`config.mk`:
```
export PLATFORM = sky130hd
export DESIGN_NAME = mem_port_arbiter_flat
export DESIGN_NICKNAME = d
export VERILOG_FILES = /design/src/rtl/mem_port_arbiter_pkg.sv /design/src/rtl/mem_port_arbiter_if.sv /design/src/rtl/mem_port_arbiter_pick.sv /design/src/rtl/mem_port_arbiter.sv /design/src/flat_wrapper.sv
export SDC_FILE = /design/constraint.sdc
export NUM_CORES = 1
export LEC_CHECK = 0
export ABC_AREA = 1
export BUFFER_PORTS_ARGS = -buffer_cell sky130_fd_sc_hd__buf_2
export CORE_MARGIN = 1
export CORE_UTILIZATION = 48
export CTS_CLUSTER_DIAMETER = 150
export DETAILED_ROUTE_END_ITERATION = 10
export PLACE_DENSITY_LB_ADDON = 0.2
export REMOVE_ABC_BUFFERS = 1
export SYNTH_ARGS = -nofsm -noshare
export SYNTH_HDL_FRONTEND = slang
export SYNTH_HIERARCHICAL = 1
export SYNTH_SLANG_ARGS = --single-unit
```
`constraint.sdc`:
```
create_clock -name clk -period 2.1 [get_ports clk]
set_input_delay 0.525 -clock clk [delete_from_list [all_inputs] [get_ports clk]]
set_output_delay 0.525 -clock clk [all_outputs]
set_load 0.02 [all_outputs]
```
`src/rtl/mem_port_arbiter_pkg.sv`:
```
// Shared types for the MainMem port arbiter: FSM states, requester IDs, memory op codes.
package proc_pkg;

  typedef enum logic [1:0] {
    IDLE = 2'd0,
    BUSY = 2'd1,
    DONE = 2'd2
  } arb_state_t;

  typedef enum logic {
    REQ_I = 1'b0,
    REQ_D = 1'b1
  } req_id_t;

  typedef enum logic {
    OP_RD = 1'b0,
    OP_WR = 1'b1
  } mem_op_t;

  localparam int WAIT_W = 8;

  function automatic req_id_t other_req(input req_id_t id);
    return (id == REQ_I) ? REQ_D : REQ_I;
  endfunction

endpackage

```
`src/rtl/mem_port_arbiter_if.sv`:
```
// MainMem port bundle: the arbiter is master (drives OE/WE/Addr/Data), memory is slave.
interface mem_port_arbiter_if #(
  parameter int ADDR_W = 32,
  parameter int DATA_W = 32
) ();
  logic              mem_read;
  logic              mem_write;
  logic [ADDR_W-1:0] mem_addr;
  logic [DATA_W-1:0] mem_wdata;
  logic [DATA_W-1:0] mem_rdata;
  logic              mem_ready;

  modport master (
    output mem_read, mem_write, mem_addr, mem_wdata,
    input  mem_rdata, mem_ready
  );

  modport slave (
    input  mem_read, mem_write, mem_addr, mem_wdata,
    output mem_rdata, mem_ready
  );
endinterface

```
`src/rtl/mem_port_arbiter_pick.sv`:
```
// Combinational winner select between I and D requesters.
// MEM_ARB_RR_EN: ties resolved by the round-robin pointer; otherwise D always beats I.
module mem_arb_pick
  import proc_pkg::*;
(
  input  logic    i_req,
  input  logic    d_req,
`ifdef MEM_ARB_RR_EN
  input  req_id_t rr_ptr,
`endif
  output logic    grant_any,
  output req_id_t winner
);

  always_comb begin
    grant_any = i_req | d_req;
    winner    = REQ_I;
`ifdef MEM_ARB_RR_EN
    if (i_req && d_req) winner = rr_ptr;
    else if (d_req)     winner = REQ_D;
`else
    if (d_req) winner = REQ_D;
`endif
  end

endmodule

```
`src/rtl/mem_port_arbiter.sv`:
```
// Arbitrates the single MainMem port between instruction fetch (I) and Cache2 (D), one transaction at a time.
// Optional round-robin arbitration with `define MEM_ARB_RR_EN (default: fixed D-over-I priority).
module mem_port_arbiter
  import proc_pkg::*;
#(
  parameter int ADDR_W   = 32,
  parameter int DATA_W   = 32,
  parameter int MAX_WAIT = 255
) (
  input  logic               clk,
  input  logic               reset,
  input  logic               i_rd,
  input  logic [ADDR_W-1:0]  i_addr,
  output logic               i_ack,
  output logic [DATA_W-1:0]  i_rdata,
  input  logic               d_rd,
  input  logic               d_wr,
  input  logic [ADDR_W-1:0]  d_addr,
  input  logic [DATA_W-1:0]  d_wdata,
  output logic               d_ack,
  output logic [DATA_W-1:0]  d_rdata,
  mem_port_arbiter_if.master mem,
  output logic               abort
);

  function automatic logic [WAIT_W-1:0] sat_inc(input logic [WAIT_W-1:0] v);
    return (v == '1) ? v : v + 1'b1;
  endfunction

  arb_state_t        state, state_nxt;
  req_id_t           win_q;
  mem_op_t           op_q;
  logic [ADDR_W-1:0] addr_q;
  logic [DATA_W-1:0] wdata_q;
  logic [DATA_W-1:0] i_rdata_q;
  logic [DATA_W-1:0] d_rdata_q;
  logic [WAIT_W-1:0] wait_q;
  logic              aborted_q;

  logic    grant_any;
  req_id_t winner;
  logic    timeout;

`ifdef MEM_ARB_RR_EN
  req_id_t rr_ptr_q;

  always_ff @(posedge clk or negedge reset) begin
    if (!reset)                         rr_ptr_q <= REQ_I;
    else if (state == IDLE && grant_any) rr_ptr_q <= other_req(winner);
  end

  mem_arb_pick u_pick (
    .i_req     (i_rd),
    .d_req     (d_rd | d_wr),
    .rr_ptr    (rr_ptr_q),
    .grant_any (grant_any),
    .winner    (winner)
  );
`else
  mem_arb_pick u_pick (
    .i_req     (i_rd),
    .d_req     (d_rd | d_wr),
    .grant_any (grant_any),
    .winner    (winner)
  );
`endif

  // Abort fires on the BUSY edge where the wait count would reach MAX_WAIT.
  assign timeout = (MAX_WAIT != 0) && ((int'(wait_q) + 1) == MAX_WAIT);

  // Stage boundary: FSM state register
  always_ff @(posedge clk or negedge reset) begin
    if (!reset) state <= IDLE;
    else        state <= state_nxt;
  end

  always_comb begin
    state_nxt = state;
    case (state)
      IDLE:    if (grant_any) state_nxt = BUSY;
      BUSY:    if (mem.mem_ready || timeout) state_nxt = DONE;
      DONE:    state_nxt = IDLE;
      default: state_nxt = IDLE;
    endcase
  end

  always_comb begin
    mem.mem_read  = 1'b0;
    mem.mem_write = 1'b0;
    i_ack         = 1'b0;
    d_ack         = 1'b0;
    abort         = 1'b0;
    case (state)
      BUSY: begin
        mem.mem_read  = (op_q == OP_RD);
        mem.mem_write = (op_q == OP_WR);
      end
      DONE: begin
        i_ack = (win_q == REQ_I);
        d_ack = (win_q == REQ_D);
        abort = aborted_q;
      end
      default: ;
    endcase
  end

  // Stage boundary: registered request (grant in IDLE) and response capture (BUSY)
  always_ff @(posedge clk or negedge reset) begin
    if (!reset) begin
      win_q     <= REQ_I;
      op_q      <= OP_RD;
      addr_q    <= '0;
      wdata_q   <= '0;
      i_rdata_q <= '0;
      d_rdata_q <= '0;
      wait_q    <= '0;
      aborted_q <= 1'b0;
    end else begin
      case (state)
        IDLE: if (grant_any) begin
          win_q     <= winner;
          wait_q    <= '0;
          aborted_q <= 1'b0;
          if (winner == REQ_D) begin
            addr_q  <= d_addr;
            wdata_q <= d_wdata;
            op_q    <= d_wr ? OP_WR : OP_RD;
          end else begin
            addr_q  <= i_addr;
            wdata_q <= '0;
            op_q    <= OP_RD;
          end
        end
        BUSY: begin
          if (mem.mem_ready) begin
            if (op_q == OP_RD) begin
              if (win_q == REQ_D) d_rdata_q <= mem.mem_rdata;
              else                i_rdata_q <= mem.mem_rdata;
            end
          end else if (timeout) begin
            aborted_q <= 1'b1;
            if (win_q == REQ_D) d_rdata_q <= '0;
            else                i_rdata_q <= '0;
          end else begin
            wait_q <= sat_inc(wait_q);
          end
        end
        default: ;
      endcase
    end
  end

  assign mem.mem_addr  = addr_q;
  assign mem.mem_wdata = wdata_q;
  assign i_rdata       = i_rdata_q;
  assign d_rdata       = d_rdata_q;

endmodule

```
`src/flat_wrapper.sv`:
```
// flat-port wrapper written by rule: the top's interface ports become plain ports
module mem_port_arbiter_flat import proc_pkg::*;
#(
  parameter int ADDR_W   = 32,
  parameter int DATA_W   = 32,
  parameter int MAX_WAIT = 255
)
  (clk, reset, i_rd, i_addr, i_ack, i_rdata, d_rd, d_wr, d_addr, d_wdata, d_ack, d_rdata, abort, mem_mem_read, mem_mem_write, mem_mem_addr, mem_mem_wdata, mem_mem_rdata, mem_mem_ready);
  mem_port_arbiter_if #(.ADDR_W(ADDR_W), .DATA_W(DATA_W)) mem_i ();
  input  logic clk;
  input  logic reset;
  input  logic i_rd;
  input  logic [ADDR_W-1:0] i_addr;
  output logic i_ack;
  output logic [DATA_W-1:0] i_rdata;
  input  logic d_rd;
  input  logic d_wr;
  input  logic [ADDR_W-1:0] d_addr;
  input  logic [DATA_W-1:0] d_wdata;
  output logic d_ack;
  output logic [DATA_W-1:0] d_rdata;
  output logic abort;
  output wire logic [$bits(mem_i.mem_read)-1:0] mem_mem_read;
  output wire logic [$bits(mem_i.mem_write)-1:0] mem_mem_write;
  output wire logic [$bits(mem_i.mem_addr)-1:0] mem_mem_addr;
  output wire logic [$bits(mem_i.mem_wdata)-1:0] mem_mem_wdata;
  input wire logic [$bits(mem_i.mem_rdata)-1:0] mem_mem_rdata;
  input wire logic [$bits(mem_i.mem_ready)-1:0] mem_mem_ready;
  assign mem_mem_read = mem_i.mem_read;
  assign mem_mem_write = mem_i.mem_write;
  assign mem_mem_addr = mem_i.mem_addr;
  assign mem_mem_wdata = mem_i.mem_wdata;
  assign mem_i.mem_rdata = mem_mem_rdata;
  assign mem_i.mem_ready = mem_mem_ready;
  mem_port_arbiter #(.ADDR_W(ADDR_W), .DATA_W(DATA_W), .MAX_WAIT(MAX_WAIT)) u_core (.clk(clk), .reset(reset), .i_rd(i_rd), .i_addr(i_addr), .i_ack(i_ack), .i_rdata(i_rdata), .d_rd(d_rd), .d_wr(d_wr), .d_addr(d_addr), .d_wdata(d_wdata), .d_ack(d_ack), .d_rdata(d_rdata), .mem(mem_i), .abort(abort));
endmodule
```
* After elaboration in Yosys (flattened, before gate mapping)
Index checks and enable logic that the tools add are counted.
Widths: inputs -> output; s select.
** Cells by class
- Add/sub/neg operators :: 2
- Muxes and demuxes :: 32
- Shift operators :: 0
- Multipliers :: 0
- Bitwise operators :: 4
- Eq/ne operators :: 11
- Reductions and logical operators :: 10
- Div/mod/pow operators :: 0
- Order comparisons :: 0
** Operator list (count)
- $mux 32 :: 12
- $eq 32x9->1 const B :: 1
- $mux 8 :: 4
- $pmux 8 s2 :: 1
- $reduce_and 4->1 :: 3
- $mux 1 :: 11
- $add 8x1->9 const B :: 1
- $add 8x1->8 const B :: 1
- $eq 8x8->1 const B :: 1
- $ne 2x2->1 const B :: 4
- $ne 2x1->1 const B :: 3
- $reduce_and 5->1 :: 1
- $mux 2 :: 2
- $pmux 2 s2 :: 1
- $reduce_and 2->1 :: 2
- $reduce_bool 2->1 :: 2
- $eq 2x1->1 const B :: 1
- $eq 2x2->1 const B :: 1
- $logic_not 2->1 :: 1
- $not 1->1 :: 2
- $or 1x1->1 :: 2
- $pmux 1 s2 :: 1
- $logic_or 1x1->1 :: 1
** Storage, ports and cells
- Register bits :: 141
- Memories :: 0
- Bits in read-only memories :: 0
- Logic and storage cells :: 68
- Memory bits (writable) :: 0
- Bits in latches :: 0

* Longest topological paths before layout
- Depth in word-level cells :: 5
- Mapped depth :: 13
- Gate-level depth less buffers :: 12

* Hierarchy
Netlist, hierarchy kept.
** Modules (own cells, without submodules)
- mem_port_arbiter :: seq. area each 3528.4 µm², area each 6423.7 µm², instances 1, cells an instance 811
- mem_arb_pick :: seq. area each 0.0 µm², area each 18.8 µm², instances 1, cells an instance 4

* Worst setup path before layout
Ideal clock, no wire load.
- Kind :: input to register
- Start :: input d_wr
- End :: register u_core.wait_q[0]
- Arrival :: 1819 ps
- Setup time :: 66 ps
- Path slack :: 215 ps
- Buffers on the path :: 1
- Stages on the path :: 9
- Path through :: or2_2 inv_1 nand2_1 nand2_1 clkbuf_1 nand2_1 nand3_1 nand2_1 nand2_1
** On the way
- Word-level cells in the longest chain between the ends :: 4
** RTL lines
- start: declaration :: RTL line flat_wrapper.sv:17 : input logic d_wr;
- $or 1x1->1 :: RTL line mem_port_arbiter.sv:62 : .d_req (d_rd | d_wr),
- $or 1x1->1 :: RTL line mem_port_arbiter_pick.sv:16 : grant_any = i_req | d_req;
- via u_core.grant_any :: RTL line mem_port_arbiter.sv:40 : logic grant_any;
- $ne 2x1->1 (no source line)
- $reduce_and 5->1 (no source line)
- end signal: assignment :: RTL line mem_port_arbiter.sv:145 : wait_q <= sat_inc(wait_q);
- end: declaration :: RTL line mem_port_arbiter.sv:37 : logic [WAIT_W-1:0] wait_q;
The timed path passes the listed nets, and every way through them passes these cells.
A chain may end at the register's enable or synchronous reset.

* Final worst setup path
- Start :: register u_core.wait_q[1]
- End :: register u_core.d_rdata_q[22] (netlist: u_core/d_rdata[22])
** On the way
- Word-level cells in the longest chain between the ends :: 4
** RTL lines
- $add 8x1->9 :: RTL line mem_port_arbiter.sv:69 : assign timeout = (MAX_WAIT != 0) && ((int'(wait_q) + 1) == MAX_WAIT);
- $eq 32x9->1 :: RTL line mem_port_arbiter.sv:69
- $reduce_bool 2->1 (no source line)
- $reduce_and 4->1 (no source line)
- end signal: assignment :: RTL line mem_port_arbiter.sv:137 : if (win_q == REQ_D) d_rdata_q <= mem.mem_rdata;
- end: declaration :: RTL line mem_port_arbiter.sv:36 : logic [DATA_W-1:0] d_rdata_q;
No other way between the ends.

==> results.md <==
* Status: completed
* Final instance area at 8730 um^2
* Vias at 6,151
* Worst EP required at roughly 2.4 ns
* Final setup fails at 0
* Placer Congestion at approximately 0.83
* Startpoint Class: register
* Bufs and invs on worst path at 1
* Yosys Warn Count at 6
* Fmax at about 510 MHz
* Reg clk slew, reported paths at 0.05 ns
* Total leakage power at between 5 and 6 nW
* I/O pin cnt at 267
* Worst-Skew Late Latency at roughly 0.41 ns
* Crit Path Category: reg -> reg
* Cell area power density at about 1500 nW/um^2
* Die Y-Extent at 118 um
* PnR Total Power at approximately 13 mW
* Fillers at between 1,000 and 1,500
* Initial antenna violation count at 0
* Crit. Startpoint: u_core/wait_q[1]$_DFFE_PN0P_
* Mapped cell area at roughly 6400 um^2
* Diodes inserted at 0
* All-Layer GR Usage at about a quarter
* Final period utilization at between 90% and 100%
* Clk Tree Root Cell: clkbuf_16
* Top Family by Delay on Critical Path: simple AND/OR/NAND/NOR gates
* RSZ-0062 raised after global routing: false
* HPWL Detailed at 11,800 um
* Worst vdd ir at between 700 and 800 uV
* Number of flops mapped to enable cells by yosys at 0
* Hold_ws at 0.0167 ns
* # rows at 41
* Share of layout cells above drive strength 1 at a little under a third
* CTS Buf Count at 17
* DRC marker count from the first detailed-route iteration at approximately 380
* First-pass DRT Iterations at 6
* Seq/Total Area, Yosys at between 50% and 60%
* Data arrival, critical path at about 2.3 ns
* Start of the worst register-to-register path: u_core/wait_q[1]$_DFFE_PN0P_
* Max-cap violations at 0
* WL/cell at approximately 14 um
* Vias per inst at slightly below 5
* CP peak stage delay at about 0.43 ns
* Most common cell after layout, fill and taps aside: nand2_1
* Final Hold Viols at 0
* Antenna viol nets, final at 0
* Critical path's slowest cell: dfrtp_2
* Vias in the first global route at 5,817
* #FFs+latches synth at 141
* Most common cell on crit path: nand2_1
* Cell variety after synth at 26
* Slew headroom at 72.1%
* Grt ovf at 0
* TNS Setup at 0 ns
* Async set-reset flop share out of synthesis at 100%
* Die area at between 10,000 and 15,000 um^2
* Max-slew violation count at 0
* Nets at 1,215
* CTS tree: built
* Mapped Avg Cell Area at about 7.9 um^2
* Critical path cell sequence: ha_2 > nand3_1 > nand2_1 > nand2_1 > nand3_2 > nor2_4 > nand3_4 > nand2_8 > nand2_2 > buf_12 > nand2_1 > nand2_1
* Worst-Margin Slew at around 0.42 ns
* Crit. End Element: register
* HP Class: in -> async
* Setup Skew at approximately 0.0063 ns
* H-Tree Level Count at 4
* Post-layout util at 67.8%
* Core footprint at 12,900 um^2
* TritonCTS Sinks at between 100 and 150
* Initial Utilization at between 50% and 60%
* Prevailing post-synth register cell: dfrtp_1
* DRC at 0
* IO Port Bufs at 266
* CP max FO at 32
* Largest net degree at the start of global routing at between 90 and 100
* Cell area after placement at approximately 8000 um^2
* Mapped Cells at between 800 and 900
* Area delta synth->final at 35.6%
* Clock buffer depth at 2
* Tmin final at ~2 ns
* Die W at around 120 um
* Final WL at about 17,000 um
* Most frequent cells in the layout: nand2_1 (327), buf_2 (265), dfrtp_1 (140)
* First-pass GRT wire length at 28,300 um
## worst paths after layout
kind,cells past startpoint,end,slack (ns)
min,1,u_core/i_rdata[7]$_DFFE_PN0P_,0.02
max,12,u_core/d_rdata[22]$_DFFE_PN0P_,0.14
max reg2reg,12,u_core/d_rdata[22]$_DFFE_PN0P_,0.14
max in group asynchronous,2,u_core/wait_q[1]$_DFFE_PN0P_,1.47
min in group clk,3,u_core/op_q$_DFFE_PN0P_,0.37
min reg2reg,2,u_core/d_rdata[5]$_DFFE_PN0P_,0.46
## flip-flops by register name, summed over array words and instances (netlist names)
name and cells:
u_core/win_q 1, u_core/state 2, u_core/mem.mem_addr 32, u_core/aborted_q 1
u_core/op_q 1, u_core/mem.mem_wdata 32, u_core/d_rdata 32, u_core/wait_q 8
u_core/i_rdata 32
## cells by family after synthesis
family | share of synthesized area, %
adder cells (fa/ha/maj) | 0.388
AND/OR/NAND/NOR | 27.9
flip-flops | 54.8
buffers and inverters | 8.64
AO/OA/AOI/OAI | 8.31
## synth_stat cells (2+ instances only)
| library cell | count | share of area, % |
|---|---|---|
| a21oi_1 | 5 | 0.39 |
| buf_1 | 5 | 0.29 |
| buf_2 | 7 | 0.54 |
| buf_4 | 2 | 0.23 |
| buf_6 | 5 | 0.87 |
| clkbuf_1 | 30 | 1.7 |
| dfrtp_1 | 141 | 55 |
| ha_1 | 2 | 0.39 |
| inv_1 | 79 | 4.6 |
| nand2_1 | 328 | 19 |
| nand2_2 | 2 | 0.19 |
| nand3_1 | 72 | 5.6 |
| nand4_1 | 10 | 0.97 |
| nor2_1 | 15 | 0.87 |
| nor2_2 | 2 | 0.19 |
| o21ai_0 | 99 | 7.7 |
| o21bai_1 | 2 | 0.23 |
## metal layers
| layer | track usage [%] | part of all wire [%] | routed length [um] |
|---|---|---|---|
| met1 | 33.0 | 43 | 7380 |
| met2 | 41.4 | 48 | 8340 |
| met3 | 6.83 | 7.5 | 1300 |
| met4 | 8.89 | 1.6 | 272 |
| met5 | 0 | 0 | 0 |
## report_power, final
group          switching [mW]  internal [mW]  total (mW)  leakage (nW)
logic                    3.61           1.75        5.36          3.09
registers               0.610           3.82        4.43          1.80
clock network            1.06           2.03        3.09         0.300
## through the flow
stage / instances / setup WS [ns]
final: 1262 / 0.144
after global placement: 1223 / 0.149
after detailed placement: 1223 / 0.0860
after floorplan: 765 / -2.11
after CTS: 1253 / 0.0586
after global routing: 1262 / 0.00980
## final cells by class
type	instances	area [um^2]	area share (%)
inverter	81	304	3.48
clock buffer	22	464	5.32
timing repair buffer	295	1680	19.2
multi-input combinational	543	2400	27.5
tap	172	215	2.46
sequential	141	3530	40.4
clock inverter	8	140	1.60
## what timing repair did
action	4_1_cts	5_1_grt
setup endpoints to repair	0	72
resized for setup	0	7
hold buffers	0	0
buffers inserted	0	7
Note: power is estimated with default switching activity, not from simulation.
